$ cat config.mk
export PLATFORM = sky130hd
export DESIGN_NAME = wn_phase_comp_scheduler
export DESIGN_NICKNAME = d
export VERILOG_FILES = /design/src/rtl/wn_phase_compensation_pkg.sv /design/src/rtl/wn_rr_arbiter2.sv /design/src/rtl/wn_phase_comp_scheduler.sv
export SDC_FILE = /design/constraint.sdc
export NUM_CORES = 1
export LEC_CHECK = 0
export CAP_MARGIN = 25
export CORE_MARGIN = 3
export CORE_UTILIZATION = 41
export CTS_CLUSTER_DIAMETER = 80
export CTS_CLUSTER_SIZE = 12
export DETAILED_ROUTE_END_ITERATION = 10
export PLACE_DENSITY = 0.86
export SLEW_MARGIN = 0
export SYNTH_ARGS = -nofsm -noshare
export SYNTH_HDL_FRONTEND = slang
export SYNTH_SLANG_ARGS = --single-unit
export TNS_END_PERCENT = 50
$ cat constraint.sdc
create_clock -name clock -period 4.6 [get_ports clock]
set_input_delay 0.92 -clock clock [delete_from_list [all_inputs] [get_ports clock]]
set_output_delay 0.92 -clock clock [all_outputs]
set_load 0.01 [all_outputs]
$ cat src/rtl/wn_phase_compensation_pkg.sv
// Shared types for the phase-compensation symbol scheduler.
// Config word layout, FSM states, request layout, slot limit.
package wn_phase_compensation_pkg;

  typedef struct packed {
    logic        enable_phase_compensation;
    logic [2:0]  numerology;
    logic [31:0] cf;
    logic [1:0]  phase_compensation_mode;
  } config_phaseCompensation;

  typedef enum logic [1:0] {
    CFG_WAIT,
    IDLE,
    ISSUE,
    WAIT_DONE
  } sched_state_e;

  typedef struct packed {
    logic [2:0] pad;
    logic       chan;
    logic [3:0] sym;
    logic [7:0] slot;
  } phase_req_t;

  // Slots per frame is 10 << numerology; numerology saturates at 4.
  function automatic logic [8:0] slot_limit(input logic [2:0] numerology);
    logic [2:0] n;
    n = (numerology > 3'd4) ? 3'd4 : numerology;
    return 9'd10 << n;
  endfunction

endpackage

$ cat src/rtl/wn_rr_arbiter2.sv
// Two-way round-robin arbiter for the antenna channels.
// The pointer picks the winner on a tie and flips on update.
module wn_rr_arbiter2 (
  input  logic       clock,
  input  logic       reset_n,
  input  logic [1:0] req,
  input  logic       ptr_update,
  output logic [1:0] grant
);

  logic ptr;

  // Flip preference once the served channel has finished its slot.
  always_ff @(posedge clock or negedge reset_n) begin
    if (!reset_n) begin
      ptr <= 1'b0;
    end else if (ptr_update) begin
      ptr <= ~ptr;
    end
  end

  // A lone request always wins; the pointer breaks ties.
  always_comb begin
    grant = 2'b00;
    case (req)
      2'b11:   grant = ptr ? 2'b10 : 2'b01;
      default: grant = req;
    endcase
  end

endmodule

$ cat src/rtl/wn_phase_comp_scheduler.sv
// Serialises per-channel slot requests into symbol requests
// for the shared phase-parameter generator, one at a time.
module wn_phase_comp_scheduler
  import wn_phase_compensation_pkg::*;
#(
  parameter int NUM_SYM = 14
) (
  input  logic                    clock,
  input  logic                    reset_n,
  input  config_phaseCompensation config_in_tdata,
  input  logic                    config_in_tvalid,
  output logic                    config_in_tready,
  input  logic [7:0]              slot_num_in_0_tdata,
  input  logic                    slot_num_in_0_tvalid,
  output logic                    slot_num_in_0_tready,
  input  logic [7:0]              slot_num_in_1_tdata,
  input  logic                    slot_num_in_1_tvalid,
  output logic                    slot_num_in_1_tready,
  output logic [15:0]             phase_req_tdata,
  output logic                    phase_req_tvalid,
  input  logic                    phase_req_tready,
  output logic                    phase_req_tlast,
  input  logic                    sym_done,
  output logic                    bypass,
  output logic                    err_slot,
  output logic                    active_chan
);

  localparam logic [3:0] LAST_SYM = 4'(NUM_SYM - 1);

  sched_state_e            state;
  config_phaseCompensation cfg_q;
  logic                    live_q;
  logic                    bypass_q;
  logic                    err_q;
  logic [1:0]              ready_q;
  logic [7:0]              slot_q;
  logic [3:0]              sym_q;
  logic                    chan_q;

  logic [1:0] slot_valid;
  logic [1:0] grant;
  logic       sel_valid;
  logic [7:0] sel_slot;
  logic       slot_bad;
  logic       cfg_hs;
  logic       last_done;
  logic       unused_cfg;
  phase_req_t req;

  assign slot_valid = {slot_num_in_1_tvalid, slot_num_in_0_tvalid};
  assign sel_valid  = ready_q[0] ? slot_num_in_0_tvalid
                                 : slot_num_in_1_tvalid;
  assign sel_slot   = ready_q[0] ? slot_num_in_0_tdata
                                 : slot_num_in_1_tdata;
  assign slot_bad   = {1'b0, sel_slot} >= slot_limit(cfg_q.numerology);
  assign cfg_hs     = config_in_tvalid & config_in_tready;
  assign last_done  = (state == WAIT_DONE) & sym_done
                    & (sym_q == LAST_SYM);
  assign unused_cfg = ^{cfg_q.cf, cfg_q.phase_compensation_mode};

  wn_rr_arbiter2 u_arb (
    .clock      (clock),
    .reset_n    (reset_n),
    .req        (slot_valid),
    .ptr_update (last_done),
    .grant      (grant)
  );

  // Marks the first cycle after reset so ready rises only then.
  always_ff @(posedge clock or negedge reset_n) begin
    if (!reset_n) begin
      live_q <= 1'b0;
    end else begin
      live_q <= 1'b1;
    end
  end

  // Main scheduler: config latch, grant, issue, completion.
  always_ff @(posedge clock or negedge reset_n) begin
    if (!reset_n) begin
      state    <= CFG_WAIT;
      cfg_q    <= '0;
      bypass_q <= 1'b0;
      err_q    <= 1'b0;
      ready_q  <= 2'b00;
      slot_q   <= 8'd0;
      sym_q    <= 4'd0;
      chan_q   <= 1'b0;
    end else begin
      unique case (state)
        CFG_WAIT: begin
          if (cfg_hs) begin
            cfg_q    <= config_in_tdata;
            bypass_q <= ~config_in_tdata.enable_phase_compensation;
            err_q    <= 1'b0;
            state    <= IDLE;
          end
        end
        IDLE: begin
          if (cfg_hs) begin
            cfg_q    <= config_in_tdata;
            bypass_q <= ~config_in_tdata.enable_phase_compensation;
            err_q    <= 1'b0;
          end else if (!bypass_q) begin
            if (ready_q != 2'b00) begin
              ready_q <= 2'b00;
              if (sel_valid) begin
                if (slot_bad) begin
                  err_q <= 1'b1;
                end else begin
                  slot_q <= sel_slot;
                  chan_q <= ready_q[1];
                  sym_q  <= 4'd0;
                  state  <= ISSUE;
                end
              end
            end else if (|slot_valid && !config_in_tvalid) begin
              ready_q <= grant;
            end
          end
        end
        ISSUE: begin
          if (phase_req_tready) begin
            state <= WAIT_DONE;
          end
        end
        WAIT_DONE: begin
          if (sym_done) begin
            if (sym_q == LAST_SYM) begin
              state <= IDLE;
            end else begin
              sym_q <= sym_q + 4'd1;
              state <= ISSUE;
            end
          end
        end
      endcase
    end
  end

  // Outputs decode registered state only.
  always_comb begin
    req      = '0;
    req.chan = chan_q;
    req.sym  = sym_q;
    req.slot = slot_q;
  end

  assign config_in_tready = live_q
                          & ((state == CFG_WAIT)
                          | ((state == IDLE) & (ready_q == 2'b00)));
  assign slot_num_in_0_tready = (state == IDLE)
                              & (bypass_q | ready_q[0]);
  assign slot_num_in_1_tready = (state == IDLE)
                              & (bypass_q | ready_q[1]);
  assign phase_req_tdata  = req;
  assign phase_req_tvalid = (state == ISSUE);
  assign phase_req_tlast  = (state == ISSUE) & (sym_q == LAST_SYM);
  assign bypass           = bypass_q;
  assign err_slot         = err_q;
  assign active_chan      = chan_q;

endmodule
== After elaboration in Yosys (flattened, before gate mapping) ==
Cells that the tools add are included.
Word-level totals
  output and inout port bits: 24
  word-level logic and storage cells: 96
  bits of input ports: 61
  bits in registers: 24
Operators by class
  shift operators: 1
  bitwise operators: 16
  reduce and logical (&&, ||, !) cells: 16
  muxes and demuxes: 32
  eq/ne operators: 18
  $add $sub $neg: 1
  $lt $le $gt $ge: 2
Operators by type and width (number)
  4-bit 2-to-1 mux: 7
  2-bit 2-to-1 mux: 13
  2-bit != test (second input constant): 8
  8-bit AND reduction: 2
  3-bit != test (second input constant): 4
  6-bit AND reduction: 2
  8-bit by 9-bit greater-or-equal comparator with 1-bit output: 1
  4-bit by 3-bit << shifter with 9-bit output (first input constant): 1
  1-bit AND: 8
  8-bit 2-to-1 mux: 1
  2-bit case mux with 4 select lines: 1
  4-bit case mux with 2 select lines: 1
  2-bit nonzero test: 4
  1-bit 2-to-1 mux: 7
  2-bit == test (second input constant): 3
  1-bit NOT: 5
  4-bit by 1-bit adder with 4-bit output (second input constant): 1
  4-bit == test (second input constant): 1
  2-bit zero test: 2
  4-bit AND reduction: 1
  2-bit OR reduction: 2
  3-bit > comparator (second input constant): 1
  3-bit 2-to-1 mux: 1
  1-bit OR: 3
  6 further kinds: 6

== Depth between registers and ports, before layout ==
  depth in word-level cells: 10
  mapped depth: 11
  mapped depth without buffers: 9

== Modules after synthesis ==
A second synthesis with hierarchy kept.
Second synthesis, totals
  cells, all modules: 137
  area, all modules: 1453.9 µm²
By module, submodules not included
  wn_phase_comp_scheduler: cells an instance 132, area each 1401.3 µm², instances 1
  wn_rr_arbiter2: cells an instance 5, area each 52.6 µm², instances 1

== Worst setup path after synthesis ==
Ideal clock, no wire load.
  path kind: input -> register
  from: in slot_num_in_0_tdata[1]
  to: reg chan_q, in the netlist active_chan
  setup time: 0.125 ns
  slack: 1.743 ns
  path buffers: 2
  arrival: 2.732 ns
  stages: 9
  cells stage by stage: mux2_2 > ha_1 > o211ai_1 > a21oi_1 > o31ai_4 > and2_1 > buf_6 > buf_4 > mux2_2
On the way
  cells in the longest elaborated chain, start to end: 4
RTL lines
  start, declared: line wn_phase_comp_scheduler.sv:13  | input logic [7:0] slot_num_in_0_tdata,
  8-bit 2-to-1 mux: line wn_phase_comp_scheduler.sv:54  | assign sel_slot = ready_q[0] ? slot_num_in_0_tdata
  8-bit by 9-bit greater-or-equal comparator with 1-bit output: line wn_phase_comp_scheduler.sv:56  | assign slot_bad = {1'b0, sel_slot} >= slot_limit(cfg_q.numerology);
  1-bit NOT (no line)
  6-bit AND reduction (no line)
  end signal, assigned: line wn_phase_comp_scheduler.sv:113  | chan_q <= ready_q[1];
  end, declared: line wn_phase_comp_scheduler.sv:39  | logic chan_q;
Every way passes these cells.
A chain may end at the register's enable or synchronous reset.

== Worst setup path in the final report ==
  from: in slot_num_in_0_tdata[5]
  to: reg sym_q[3]
On the way
  cells in the longest elaborated chain, start to end: 4
RTL lines
  8-bit 2-to-1 mux: line wn_phase_comp_scheduler.sv:54
  named net sel_slot[5]: line wn_phase_comp_scheduler.sv:44  | logic [7:0] sel_slot;
  8-bit by 9-bit greater-or-equal comparator with 1-bit output: line wn_phase_comp_scheduler.sv:56
  2-bit != test (no line)
  8-bit AND reduction (no line)
  end signal, assigned: line wn_phase_comp_scheduler.sv:133  | sym_q <= sym_q + 4'd1;
  end, declared: line wn_phase_comp_scheduler.sv:38  | logic [3:0] sym_q;
The timed path passes the listed nets, and every way through them passes these cells.

==> results by group <==
Worst setup path
  – CP Class: input port to register
  – Critical Path RT: 4.81 ns
  – CP max-delay cell: and2_1
  – CP Cell Sequence: clkdlybuf4s50_1 -> mux2_2 -> ha_1 -> a21oi_1 -> o22ai_1 -> o31ai_4 -> and2_1 -> nor2_1 -> or3_1
  – Crit path buf inv count: 1
  – CP top delay family: simple AND/OR/NAND/NOR gates
  – Startpoint Class: input port
  – Slowest stage delay, CP: 0.56 ns
  – Crit path max fanout: 14
  – Critical Path Sink Type: register
  – Worst EP arrival: 3.54 ns

Placement
  – Placed instance count: 224
  – Pre-CTS setup slack: 0.958 ns
  – # port buffers: 47
  – Detailed Place HPWL: 2.81 mm
  – Final RePlAce weighted congestion: 0.771
  – Cell area after placement: 0.00191 mm²

Final layout
  – Finished Core Util: 61.3%
  – Share of cells above drive strength 1: 15.2%
  – Design area: 0.00196 mm²
  – Fill count: 270
  – Area growth, synth to finish: 35.3%
  – Area taken by multi-input logic gates: 743 µm²
  – Antenna Cells: 0
  – Register area: 601 µm²
  – Final net count: 254
  – Non-filler cells, final: 228

Die
  – Die footprint: 0.00429 mm²
  – FP Rows: 20
  – Die height: 65.5 µm
  – Initial Utilization: 45.3%
  – IO Pins: 85
  – Core Region: 0.00320 mm²
  – Horiz. Die Dim: 65.5 µm

Logic synthesis
  – Synthesized area per cell: 10.4 µm²
  – Post-synth ARST share: 100%
  – Warnings, synthesis: 0
  – Synth cell count leaders: dfrtp_1, mux2_2, nor2_1
  – Cells after Synth: 140
  – Biggest area consumer among synthesized cells: dfrtp_1
  – Synth unique cells: 41
  – Synth area leaders: dfrtp_1, mux2_2, ha_1
  – Number of synthesized flops with an enable pin: 0
  – Synthesized cell area: 0.00145 mm²
  – Synth Register Bits: 24
  – Post-synthesis sequential area ratio: 41.4%
  – Dominant synthesized flop cell: dfrtp_1
  – Most frequent cell after synthesis: dfrtp_1
  – Yosys top cell area share: 41.4%

Clock tree
  – PostCTS Resize Cnt: 0
  – Cts hold-fix bufs: 0
  – CTS Sinks: 24
  – Clk Latency, worst-skew pair: 0.32 ns
  – H-tree depth: 1
  – Num CTS Buffers: 3
  – Root buffer cell: clkbuf_4
  – CTS max path bufs: 2
  – CTS tree: yes
  – Setup bufs post-CTS: 0
  – Clock-pin slew on the worst setup and hold paths: 0.14 ns

Timing
  – Post-route setup slack: 1.28 ns
  – Slew headroom: 59.7%
  – Hold Vio Cnt, Final: 0
  – Shortest period the worst path allows: 3.32 ns
  – Layout Skew: 0.00676 ns
  – Final setup violation count: 0
  – Final hold slack: 0.533 ns
  – Final-report max-slew violation count: 0
  – Worst-Margin Slew: 0.604 ns
  – Achievable Freq: 0.301 GHz
  – Unrepaired setup endpoints after global routing: no
  – Final cycle utilization of the critical path: 72.3%
  – Setup TNS: 0 ns

Worst hold path
  – Worst hold path class: register to register

Pwr
  – PD cells: 591 mW/mm²
  – Final total power: 1.16 mW
  – Peak supply drop: 0.274 mV
  – Pleak: 0.820 nW

Detailed routing
  – Initial DRC count: 41
  – DRT Wirelength: 3.47 mm
  – Post-route ant nets: 0
  – WL/cell: 15.2 µm
  – Routed vias/inst: 5.35
  – DR pass1 iterations: 4
  – # DRC: 0
  – Vias: 1,219

GRT
  – Total grt overflow: 0
  – First-pass GRT wire length: 5.78 mm
  – GRT Overall Usage: 17.3%
  – Vias in the first global route: 1,320
  – Initial antenna violation count: 0
  – Largest net degree at the start of global routing: 15

Flow run
  – Max-Cap Viols: 0

Outcome
  – Status: finished, final reports clean
worst reg2reg max path: cells and delay by family, from the launching register on:
kind,cells,cell delay [ns]
fa+ha+maj,1,0.33
simple gates,3,1.03
mux,1,0.42
flops,1,0.69
compound gates,3,0.55
per-layer routing:
| layer | share of wire [%] | track usage [%] | wire (µm) |
|---|---|---|---|
| met5 | 0 | 0 | 0 |
| met4 | 0.89 | 4.92 | 31 |
| met3 | 6.8 | 4.79 | 237 |
| met2 | 54 | 32.4 | 1890 |
| met1 | 38 | 18.7 | 1310 |
state kept, by name (all words and copies together), names as in the netlist:
register,cells
active_chan,1
u_arb.ptr,1
err_slot,1
live_q,1
slot_q,8
bypass,1
cfg_q,3
sym_q,4
ready_q,2
state,2
final cells by class:
type	instances	area share, %
timing repair buffer	48	24.7
inverter	7	1.34
multi-input combinational	101	37.9
clock buffer	3	1.15
clock inverter	1	1.53
sequential	24	30.6
tap	44	2.80
placed cells by master, fill, tap and decap left out, drive strengths merged, types with 2 or more instances in the layout:
cell type,n
nand3,4
and2,2
nor2,11
dfrtp,24
inv,7
nor2b,2
nor4,3
conb,4
ha,8
o22ai,2
mux2,15
or2,2
nor3,2
nand2b,2
o21ai,6
clkbuf,3
nand2,8
clkdlybuf4s50,47
a21oi,8
or3,2
mux2i,3
kinds of logic after synthesis:
logic type                 after synthesis  synth area share, %
AOI/OAI and AO/OA                       26                 12.3
xor gates and xnor gates                 1                0.604
adders and majority gates                8                 6.90
buffers and inverters                   17                 7.93
DFF                                     24                 41.4
muxes                                   18                 13.7
other                                    2                0.517
and+or+nand+nor                         44                 16.6
final timing paths:
kind	end	start	depth (start not counted)	slack, ns
max in group asynchronous	cfg_q[35]	reset_n	2	3.17
min in group asynchronous	slot_q[1]	reset_n	1	0.94
max reg2reg	sym_q[3]	ready_q[0]	8	1.46
min	slot_q[5]	slot_q[5]	1	0.53
min reg2reg	slot_q[5]	slot_q[5]	1	0.53
max	sym_q[3]	slot_num_in_0_tdata[5]	9	1.28
where the power goes:
part	internal [mW]	switching (mW)
clock network	0.0881	0.0675
logic	0.333	0.262
registers	0.299	0.111
No activity file was read; power rests on OpenSTA's default activity.
